[src/rtl/axi_arb_pkg.sv]
// Shared types for the two-master AXI round-robin arbiter: write/read FSM
// state encodings and the width of the optional transaction counters.
package axi_arb_pkg;

  typedef enum logic [1:0] {
    W_IDLE = 2'd0,
    W_AW   = 2'd1,
    W_DAT  = 2'd2,
    W_RESP = 2'd3
  } wr_state_t;

  typedef enum logic [1:0] {
    R_IDLE = 2'd0,
    R_AR   = 2'd1,
    R_DAT  = 2'd2
  } rd_state_t;

  localparam int STATS_W = 16;

endpackage

[src/rtl/rr_pick2.sv]
// Two-requester round-robin pick: on a tie the requester that did not win
// last time gets the grant. Purely combinational.
module rr_pick2 (
  input  logic [1:0] i_req,
  input  logic       i_last,
  output logic       o_gnt_idx,
  output logic       o_gnt_vld
);

  always_comb begin
    o_gnt_vld = |i_req;
    o_gnt_idx = 1'b0;
    case (i_req)
      2'b01:   o_gnt_idx = 1'b0;
      2'b10:   o_gnt_idx = 1'b1;
      2'b11:   o_gnt_idx = ~i_last;
      default: o_gnt_idx = 1'b0;
    endcase
  end

endmodule

[src/rtl/axi_rr_arbiter.sv]
// Two-master round-robin arbiter in front of one single-beat AXI-style slave.
// Write and read paths are arbitrated independently; grant is held until the
// response handshake. Optional per-master counters via AXI_ARB_STATS_EN.
module axi_rr_arbiter
  import axi_arb_pkg::*;
#(
  parameter int ADDR_W = 32,
  parameter int DATA_W = 32,
  parameter int LEN_W  = 8
) (
  input  logic                clk,
  input  logic                reset,
  // master 0
  input  logic [ADDR_W-1:0]   m0_awaddr,
  input  logic [LEN_W-1:0]    m0_awlen,
  input  logic                m0_awvalid,
  output logic                m0_awready,
  input  logic [DATA_W-1:0]   m0_wdata,
  input  logic [DATA_W/8-1:0] m0_wstrb,
  input  logic                m0_wvalid,
  output logic                m0_wready,
  output logic                m0_bvalid,
  input  logic                m0_bready,
  input  logic [ADDR_W-1:0]   m0_araddr,
  input  logic [LEN_W-1:0]    m0_arlen,
  input  logic                m0_arvalid,
  output logic                m0_arready,
  output logic [DATA_W-1:0]   m0_rdata,
  output logic                m0_rvalid,
  input  logic                m0_rready,
  // master 1
  input  logic [ADDR_W-1:0]   m1_awaddr,
  input  logic [LEN_W-1:0]    m1_awlen,
  input  logic                m1_awvalid,
  output logic                m1_awready,
  input  logic [DATA_W-1:0]   m1_wdata,
  input  logic [DATA_W/8-1:0] m1_wstrb,
  input  logic                m1_wvalid,
  output logic                m1_wready,
  output logic                m1_bvalid,
  input  logic                m1_bready,
  input  logic [ADDR_W-1:0]   m1_araddr,
  input  logic [LEN_W-1:0]    m1_arlen,
  input  logic                m1_arvalid,
  output logic                m1_arready,
  output logic [DATA_W-1:0]   m1_rdata,
  output logic                m1_rvalid,
  input  logic                m1_rready,
  // slave
  output logic [ADDR_W-1:0]   s_awaddr,
  output logic [LEN_W-1:0]    s_awlen,
  output logic                s_awvalid,
  input  logic                s_awready,
  output logic [DATA_W-1:0]   s_wdata,
  output logic [DATA_W/8-1:0] s_wstrb,
  output logic                s_wvalid,
  input  logic                s_wready,
  input  logic                s_bvalid,
  output logic                s_bready,
  output logic [ADDR_W-1:0]   s_araddr,
  output logic [LEN_W-1:0]    s_arlen,
  output logic                s_arvalid,
  input  logic                s_arready,
  input  logic [DATA_W-1:0]   s_rdata,
  input  logic                s_rvalid,
  output logic                s_rready,
  // status
  output logic                wr_owner,
  output logic                rd_owner,
  output logic                wr_busy,
  output logic                rd_busy
`ifdef AXI_ARB_STATS_EN
  ,
  output logic [STATS_W-1:0]  m0_wr_cnt,
  output logic [STATS_W-1:0]  m1_wr_cnt,
  output logic [STATS_W-1:0]  m0_rd_cnt,
  output logic [STATS_W-1:0]  m1_rd_cnt
`endif
);

  // ---------------------------------------------------------------- write path
  wr_state_t             r_wr_state;
  wr_state_t             w_wr_next;
  logic                  r_wr_owner;
  logic                  r_wr_last;
  logic [ADDR_W-1:0]     r_awaddr;
  logic [LEN_W-1:0]      r_awlen;
  logic                  w_wr_gidx;
  logic                  w_wr_gvld;
  logic                  w_wvalid_sel;
  logic [DATA_W-1:0]     w_wdata_sel;
  logic [DATA_W/8-1:0]   w_wstrb_sel;
  logic                  w_bready_sel;
  logic                  w_b_hs;

  rr_pick2 u_wr_pick (
    .i_req     ({m1_awvalid, m0_awvalid}),
    .i_last    (r_wr_last),
    .o_gnt_idx (w_wr_gidx),
    .o_gnt_vld (w_wr_gvld)
  );

  assign w_wvalid_sel = r_wr_owner ? m1_wvalid : m0_wvalid;
  assign w_wdata_sel  = r_wr_owner ? m1_wdata  : m0_wdata;
  assign w_wstrb_sel  = r_wr_owner ? m1_wstrb  : m0_wstrb;
  assign w_bready_sel = r_wr_owner ? m1_bready : m0_bready;
  assign w_b_hs       = (r_wr_state == W_RESP) & s_bvalid & w_bready_sel;

  always_ff @(posedge clk) begin
    if (reset) r_wr_state <= W_IDLE;
    else       r_wr_state <= w_wr_next;
  end

  always_comb begin
    w_wr_next = r_wr_state;
    case (r_wr_state)
      W_IDLE:  if (w_wr_gvld)                  w_wr_next = W_AW;
      W_AW:    if (s_awready)                  w_wr_next = W_DAT;
      W_DAT:   if (w_wvalid_sel && s_wready)   w_wr_next = W_RESP;
      W_RESP:  if (s_bvalid && w_bready_sel)   w_wr_next = W_IDLE;
      default:                                 w_wr_next = W_IDLE;
    endcase
  end

  // The slave re-samples awaddr during the data phase, so it must not follow
  // the master's live bus once the grant is taken.
  always_ff @(posedge clk) begin
    if (reset) begin
      r_wr_owner <= 1'b0;
      r_wr_last  <= 1'b1;
      r_awaddr   <= '0;
      r_awlen    <= '0;
    end else begin
      if (r_wr_state == W_IDLE && w_wr_gvld) begin
        r_wr_owner <= w_wr_gidx;
        r_awaddr   <= w_wr_gidx ? m1_awaddr : m0_awaddr;
        r_awlen    <= w_wr_gidx ? m1_awlen  : m0_awlen;
      end
      if (w_b_hs) r_wr_last <= r_wr_owner;
    end
  end

  always_comb begin
    s_awvalid  = 1'b0;
    m0_awready = 1'b0;
    m1_awready = 1'b0;
    s_wvalid   = 1'b0;
    s_wdata    = '0;
    s_wstrb    = '0;
    m0_wready  = 1'b0;
    m1_wready  = 1'b0;
    m0_bvalid  = 1'b0;
    m1_bvalid  = 1'b0;
    s_bready   = 1'b0;
    case (r_wr_state)
      W_AW: begin
        s_awvalid  = 1'b1;
        m0_awready = s_awready & ~r_wr_owner;
        m1_awready = s_awready &  r_wr_owner;
      end
      W_DAT: begin
        s_wvalid  = w_wvalid_sel;
        s_wdata   = w_wdata_sel;
        s_wstrb   = w_wstrb_sel;
        m0_wready = s_wready & ~r_wr_owner;
        m1_wready = s_wready &  r_wr_owner;
      end
      W_RESP: begin
        m0_bvalid = s_bvalid & ~r_wr_owner;
        m1_bvalid = s_bvalid &  r_wr_owner;
        s_bready  = w_bready_sel;
      end
      default: ;
    endcase
  end

  assign s_awaddr = r_awaddr;
  assign s_awlen  = r_awlen;
  assign wr_owner = r_wr_owner;
  assign wr_busy  = (r_wr_state != W_IDLE);

  // ----------------------------------------------------------------- read path
  rd_state_t             r_rd_state;
  rd_state_t             w_rd_next;
  logic                  r_rd_owner;
  logic                  r_rd_last;
  logic [ADDR_W-1:0]     r_araddr;
  logic [LEN_W-1:0]      r_arlen;
  logic                  w_rd_gidx;
  logic                  w_rd_gvld;
  logic                  w_rready_sel;
  logic                  w_r_hs;

  rr_pick2 u_rd_pick (
    .i_req     ({m1_arvalid, m0_arvalid}),
    .i_last    (r_rd_last),
    .o_gnt_idx (w_rd_gidx),
    .o_gnt_vld (w_rd_gvld)
  );

  assign w_rready_sel = r_rd_owner ? m1_rready : m0_rready;
  assign w_r_hs       = (r_rd_state == R_DAT) & s_rvalid & w_rready_sel;

  always_ff @(posedge clk) begin
    if (reset) r_rd_state <= R_IDLE;
    else       r_rd_state <= w_rd_next;
  end

  always_comb begin
    w_rd_next = r_rd_state;
    case (r_rd_state)
      R_IDLE:  if (w_rd_gvld)                 w_rd_next = R_AR;
      R_AR:    if (s_arready)                 w_rd_next = R_DAT;
      R_DAT:   if (s_rvalid && w_rready_sel)  w_rd_next = R_IDLE;
      default:                                w_rd_next = R_IDLE;
    endcase
  end

  always_ff @(posedge clk) begin
    if (reset) begin
      r_rd_owner <= 1'b0;
      r_rd_last  <= 1'b1;
      r_araddr   <= '0;
      r_arlen    <= '0;
    end else begin
      if (r_rd_state == R_IDLE && w_rd_gvld) begin
        r_rd_owner <= w_rd_gidx;
        r_araddr   <= w_rd_gidx ? m1_araddr : m0_araddr;
        r_arlen    <= w_rd_gidx ? m1_arlen  : m0_arlen;
      end
      if (w_r_hs) r_rd_last <= r_rd_owner;
    end
  end

  always_comb begin
    s_arvalid  = 1'b0;
    m0_arready = 1'b0;
    m1_arready = 1'b0;
    m0_rvalid  = 1'b0;
    m1_rvalid  = 1'b0;
    s_rready   = 1'b0;
    case (r_rd_state)
      R_AR: begin
        s_arvalid  = 1'b1;
        m0_arready = s_arready & ~r_rd_owner;
        m1_arready = s_arready &  r_rd_owner;
      end
      R_DAT: begin
        m0_rvalid = s_rvalid & ~r_rd_owner;
        m1_rvalid = s_rvalid &  r_rd_owner;
        s_rready  = w_rready_sel;
      end
      default: ;
    endcase
  end

  assign s_araddr = r_araddr;
  assign s_arlen  = r_arlen;
  assign m0_rdata = s_rdata;
  assign m1_rdata = s_rdata;
  assign rd_owner = r_rd_owner;
  assign rd_busy  = (r_rd_state != R_IDLE);

`ifdef AXI_ARB_STATS_EN
  // ------------------------------------------------------------ stats counters
  always_ff @(posedge clk) begin
    if (reset) begin
      m0_wr_cnt <= '0;
      m1_wr_cnt <= '0;
      m0_rd_cnt <= '0;
      m1_rd_cnt <= '0;
    end else begin
      if (w_b_hs) begin
        if (r_wr_owner) m1_wr_cnt <= m1_wr_cnt + 1'b1;
        else            m0_wr_cnt <= m0_wr_cnt + 1'b1;
      end
      if (w_r_hs) begin
        if (r_rd_owner) m1_rd_cnt <= m1_rd_cnt + 1'b1;
        else            m0_rd_cnt <= m0_rd_cnt + 1'b1;
      end
    end
  end
`endif

endmodule

[config.mk]
export PLATFORM = sky130hd
export DESIGN_NAME = axi_rr_arbiter
export DESIGN_NICKNAME = d
export VERILOG_FILES = /design/src/rtl/axi_arb_pkg.sv /design/src/rtl/rr_pick2.sv /design/src/rtl/axi_rr_arbiter.sv
export SDC_FILE = /design/constraint.sdc
export NUM_CORES = 1
export LEC_CHECK = 0
export BUFFER_PORTS_ARGS = -buffer_cell sky130_fd_sc_hd__buf_2
export CAP_MARGIN = 20
export CORE_AREA = 2 2 189 191
export CTS_CLUSTER_SIZE = 28
export DETAILED_ROUTE_END_ITERATION = 8
export DIE_AREA = 0 0 191 193
export MAX_ROUTING_LAYER = met4
export SLEW_MARGIN = 0
export SYNTH_ARGS = -nofsm -noshare
export SYNTH_HDL_FRONTEND = slang
export SYNTH_SLANG_ARGS = --single-unit
[constraint.sdc]
create_clock -name clk -period 1.55 [get_ports clk]
set_clock_uncertainty 0.05 [all_clocks]
set_input_delay 0.0775 -clock clk [delete_from_list [all_inputs] [get_ports clk]]
set_output_delay 0.0775 -clock clk [all_outputs]
set_load 0.01 [all_outputs]
==> After elaboration in Yosys (flattened, before gate mapping) <==
Index checks and enable logic that the tools add are counted.
{ "totals": {"ff_bits": 88, "inputBits": 281, "out_inout_bits": 199, "wordCells": 94} }
{ "op_classes": {"n_eq_ne": 16, "muxes": 37, "bitwise": 18, "n_reduce_logical": 13} }
{ "op_table": {"columns": ["cell", "n"], "rows": [
  ["two-way mux 32 bit", 4],
  ["two-way mux 1 bit", 18],
  ["two-way mux 8 bit", 2],
  ["bitwise AND 1 bit", 14],
  ["equality test 2 bit (second input constant)", 7],
  ["two-way mux 2 bit", 7],
  ["inequality test 2 bit (second input constant)", 5],
  ["two-way mux 4 bit", 2],
  ["case mux 2 bit (4 select lines)", 1],
  ["case mux 2 bit (3 select lines)", 1],
  ["logical AND 1 bit", 5],
  ["equality test 2 x 1 -> 1 bit (second input constant)", 2],
  ["zero test 2 bit", 2],
  ["inequality test 2 x 1 -> 1 bit (second input constant)", 2],
  ["inverter 1 bit", 4],
  ["case mux 1 bit (2 select lines)", 2],
  ["AND reduction 4 bit", 1],
  ["nonzero test 2 bit", 2],
  ["OR reduction 2 bit", 2],
  ["AND reduction 3 bit", 1]
]} }

==> Longest topological paths before layout <==
{ "depth": {"ltp_word": 4, "ltp_mapped": 7, "depth_no_buf": 6} }

==> Modules after synthesis <==
From an unflattened synthesis, not the netlist that was laid out.
{ "unflattened": {"hier_cells": 579, "hier_area_um2": 5437.7} }
{ "by_module_without_submodules": {"columns": ["mod", "instances", "cells_each", "area_each_um2", "seq_area_each_um2"], "rows": [
  ["axi_rr_arbiter", 1, 575, 5410.2, 1761.7],
  ["rr_pick2", 2, 2, 13.8, 0.0]
]} }

==> Worst setup path before layout <==
No wires, ideal clock.
{ "synth_timing": {"kind": "register to register", "start": "register r_wr_state[0]", "end": "register r_wr_state[1]", "setup_ns": 0.118, "arrival_time_ns": 1.291, "required_ns": 1.382, "slack_ns": 0.091, "path_stages_with_launch": 7, "path_buffers": 0, "period_less_slack_ns": 1.459, "path_cell_list": "dfxtp_1 inv_1 ha_1 inv_2 o32a_2 and3_1 mux2i_1"} }
{ "synth_between": {"elab_chain_cells": 3, "elab_cells_between_ends": 10, "cone_classes": "eq/ne: 7; mux: 1; reduce/logical: 2"} }
{ "synth_lines": {"columns": ["item", "line_no", "source"], "rows": [
  ["from (decl)", "axi_rr_arbiter.sv:82", "wr_state_t r_wr_state;"],
  ["from (signal assigned)", "axi_rr_arbiter.sv:111", "else r_wr_state <= w_wr_next;"],
  ["equality test 2 bit, or another cell as far along", "axi_rr_arbiter.sv:116", "case (r_wr_state)"],
  ["inequality test 2 bit (no source line) or inequality test 2 x 1 -> 1 bit (tied branches)", null, null],
  ["AND reduction 4 bit (no source line)", null, null]
]} }
Parallel ways exist; a longest one is shown, timed or not.
A chain may end at the register's enable or synchronous reset.

==> Worst setup path in the final report <==
{ "layout_timing": {"start": "register r_wr_owner, in the netlist wr_owner", "end": "output port s_wstrb[1]"} }
{ "layout_between": {"elab_chain_cells": 2} }
{ "layout_lines": {"columns": ["item", "line_no", "source"], "rows": [
  ["from (decl)", "axi_rr_arbiter.sv:84", "logic r_wr_owner;"],
  ["from (signal assigned)", "axi_rr_arbiter.sv:135", "r_wr_owner <= w_wr_gidx;"],
  ["two-way mux 4 bit", "axi_rr_arbiter.sv:105", "assign w_wstrb_sel = r_wr_owner ? m1_wstrb : m0_wstrb;"],
  ["two-way mux 4 bit", "axi_rr_arbiter.sv:155", "case (r_wr_state)"],
  ["to (decl)", "axi_rr_arbiter.sv:55", "output logic [DATA_W/8-1:0] s_wstrb,"]
]} }
Every way passes these cells.

==> run metrics <==
Worst-Skew Late Latency=0.36 ns; vias in the first global route=roughly 5300; RSZ-0062 raised after global routing=true; Routed WL per cell=about 15 um; path depth of the worst reg2reg path=5; Port Buffers=roughly 380; drc violations=0; Post-synth EDFFs=0; DRT Pass-1 Iters=4; slowest CP cell=dfxtp_4; layout cells sized above 1=55.4%; worst slew margin relative to its limit=68.0%; wl on met1=7810 um; Synth Cell Area=5390 um^2; Worst EP required=1.42 ns; area of the die=36900 um^2; Slew Limit Fails=0; fin cells=1408; Synth Area per Inst=between 9 and 10 um^2; Async SR Flop Fraction=0%; global-route wire length before repair=27800 um; via count=5495; Syn Nets=865; period utilization=103%; Peak VDD IR=0.628 mV; WL met3=1460 um; Worst Path Class, Setup=register to output pin; LEAKAGE=4.01 nW; WL met2=11000 um; GRT Overall Usage=10.3%; Min-Delay Path Class=input port to register; Initial Utilization=15.4%; crit-path max FO=10; hold depth=3; sequential share of the synthesized area=around 33%; CP Capture Type=output pin; fill count=3769; worst-path cell chain=buf_12 > mux2i_2 > nor2b_2 > buf_2; Reg clk slew, reported paths=0.07 ns; final hold violation count=0; CTS tree=done; largest net degree at the start of global routing=between 40 and 50; most common cell in the netlist=mux2i_1; Die X=approximately 190 um; violated checks=setup timing; clock sink total=88; Post-Route WL=20900 um; core area=between 30000 and 40000 um^2; status=finished, violations left; Synth top area share=32.7%; synthesis warning total=0; IO Pins=480; # rows=69; Worst Tran Pin Value=between 0.4 and 0.5 ns; top cells by count, synth=120 x mux2i_1, 88 x dfxtp_1, 87 x nor2_1, 69 x buf_4, 64 x a211oi_1; aggregate global routing overflow=0; DR vias/cell=3.90; Final HPWL DP=15500 um; FF/Latch Area=approximately 1800 um^2; Total Nets Final=1227; Final Util=24.8%; f_max=624 MHz; Startpoint Class=register; Final setup viols=18; dpl cells=1343; Max Cap Viol=0; CP max stage delay=0.45 ns; n_diodes=0; RePlAce Congestion=roughly 0.7; Post-synth top flop=dfxtp_1; unique cell type count in the Yosys netlist=32; Routed Antenna Nets=0; synth top area cells=dfxtp_1 33%, mux2i_1 22%, buf_4 9.6%; top routing layer used=met4; area delta synth->final=60.6%; clk root buf=clkbuf_16; initial antenna violation count=0; htree depth=3; Hold WS=0.00865 ns; setup ws final=-0.0522 ns; Die H=193 um; Longest Clk Path Bufs=2; Starting DRT DRC Count=approximately 140; r2r setup slk=0.02 ns; Synth Instances=580; largest area contributor in the netlist=dfxtp_1; Power Density=1220 nW/um^2; multi-input logic area=3060 um^2; post-route minimum period=1.60 ns; CTS buffer count=9; Worst Path Arrival=1.47 ns; post-synthesis register bit count=about 90
[final timing paths]
kind                                     end           from
worst min-delay path            s_awaddr[18]  m0_awaddr[18]
worst min register to register   s_awaddr[9]    s_awaddr[9]
worst max-delay path              s_wstrb[1]       wr_owner
worst max register to register    s_awlen[1]      r_wr_last
[power by group]
group | switching [mW] | internal [mW]
logic | 2.61 | 2.67
registers | 0.335 | 2.79
clock network | 1.01 | 1.13
[layout by cell type (no fill, tap or decap), types with 2 or more instances in the layout]
cell type / count
buf_2: 378
mux2i_1: 110
dfxtp_1: 82
nor2_1: 78
a211oi_1: 51
dlygate4sd3_1: 38
a211oi_2: 29
nor2b_1: 26
buf_4: 15
clkbuf_16: 13
buf_12: 12
nor2b_2: 10
nor2_2: 10
buf_6: 9
nand2_1: 7
mux2i_2: 6
inv_1: 6
nor2b_4: 5
and3_1: 5
a21oi_1: 5
mux2i_4: 4
dfxtp_2: 4
inv_4: 3
a31oi_1: 3
o21ai_0: 3
ha_4: 3
buf_8: 3
a21boi_4: 2
nand2b_1: 2
nand3_1: 2
clkinvlp_4: 2
clkinv_2: 2
buf_16: 2
dfxtp_4: 2
[registers in the layout, indices dropped and copies added, names as in the netlist]
signal      flops
s_araddr       32
s_awaddr       32
s_arlen         8
s_awlen         8
r_rd_state      2
r_wr_state      2
r_rd_last       1
r_wr_last       1
rd_owner        1
wr_owner        1
[critical path: cells and delay by family, from the launching register on]
family / cells / cell delay [ns]
buffers and inverters: 2 / 0.32
DFF: 1 / 0.45
muxes: 1 / 0.25
and+or+nand+nor: 1 / 0.08
[stage by stage]
| stage | setup TNS (ns) | worst slack, ns | power (mW) | cell area (um^2) |
|---|---|---|---|---|
| 4_1_cts | -2.07 | -0.0962 | 9.96 | 8300 |
| 5_1_grt | -3.70 | -0.121 | 11.2 | 8660 |
| 3_3_place_gp | 0 | 0.0802 | 7.28 | 7410 |
| 3_5_place_dp | -0.0103 | -0.00895 | 7.36 | 7410 |
| 2_1_floorplan | 0 | 0.0911 | 5.73 | 5390 |
| 6_report | -0.370 | -0.0522 | 10.5 | 8660 |
[logic make-up (layout without fill, tap and decap cells)]
family | after synthesis | count (layout) | share of synthesized area [%]
mux | 120 | 120 | 22.3
fa+ha+maj | 4 | 4 | 0.928
compound gates | 99 | 99 | 15.1
simple gates | 150 | 150 | 12.9
flops | 88 | 88 | 32.7
buf+inv | 119 | 486 | 16.2
[area by class of cell]
cell class                 count  area share, %
clock inverter                 6          0.491
tap                          461           6.66
sequential                    88           20.5
timing repair buffer         461           33.8
clock buffer                  10           2.76
multi-input combinational    373           35.4
inverter                       9          0.477
[routing by layer]
metal	track usage [%]	up-vias
li1	-	2695
met2	19.4	252
met1	9.82	2508
met4	4.86	0
met3	2.50	40
met5	-	-
[timing repair]
action | 4_1_cts | 5_1_grt
pin swaps | 0 | 30
hold endpoints to repair | 26 | 0
hold buffers | 38 | 0
cloned | 2 | 4
endpoints found under the setup margin | 60 | 84
gates resized for setup | 43 | 58
buffers inserted | 3 | 3
(Power assumes the default switching activity.)
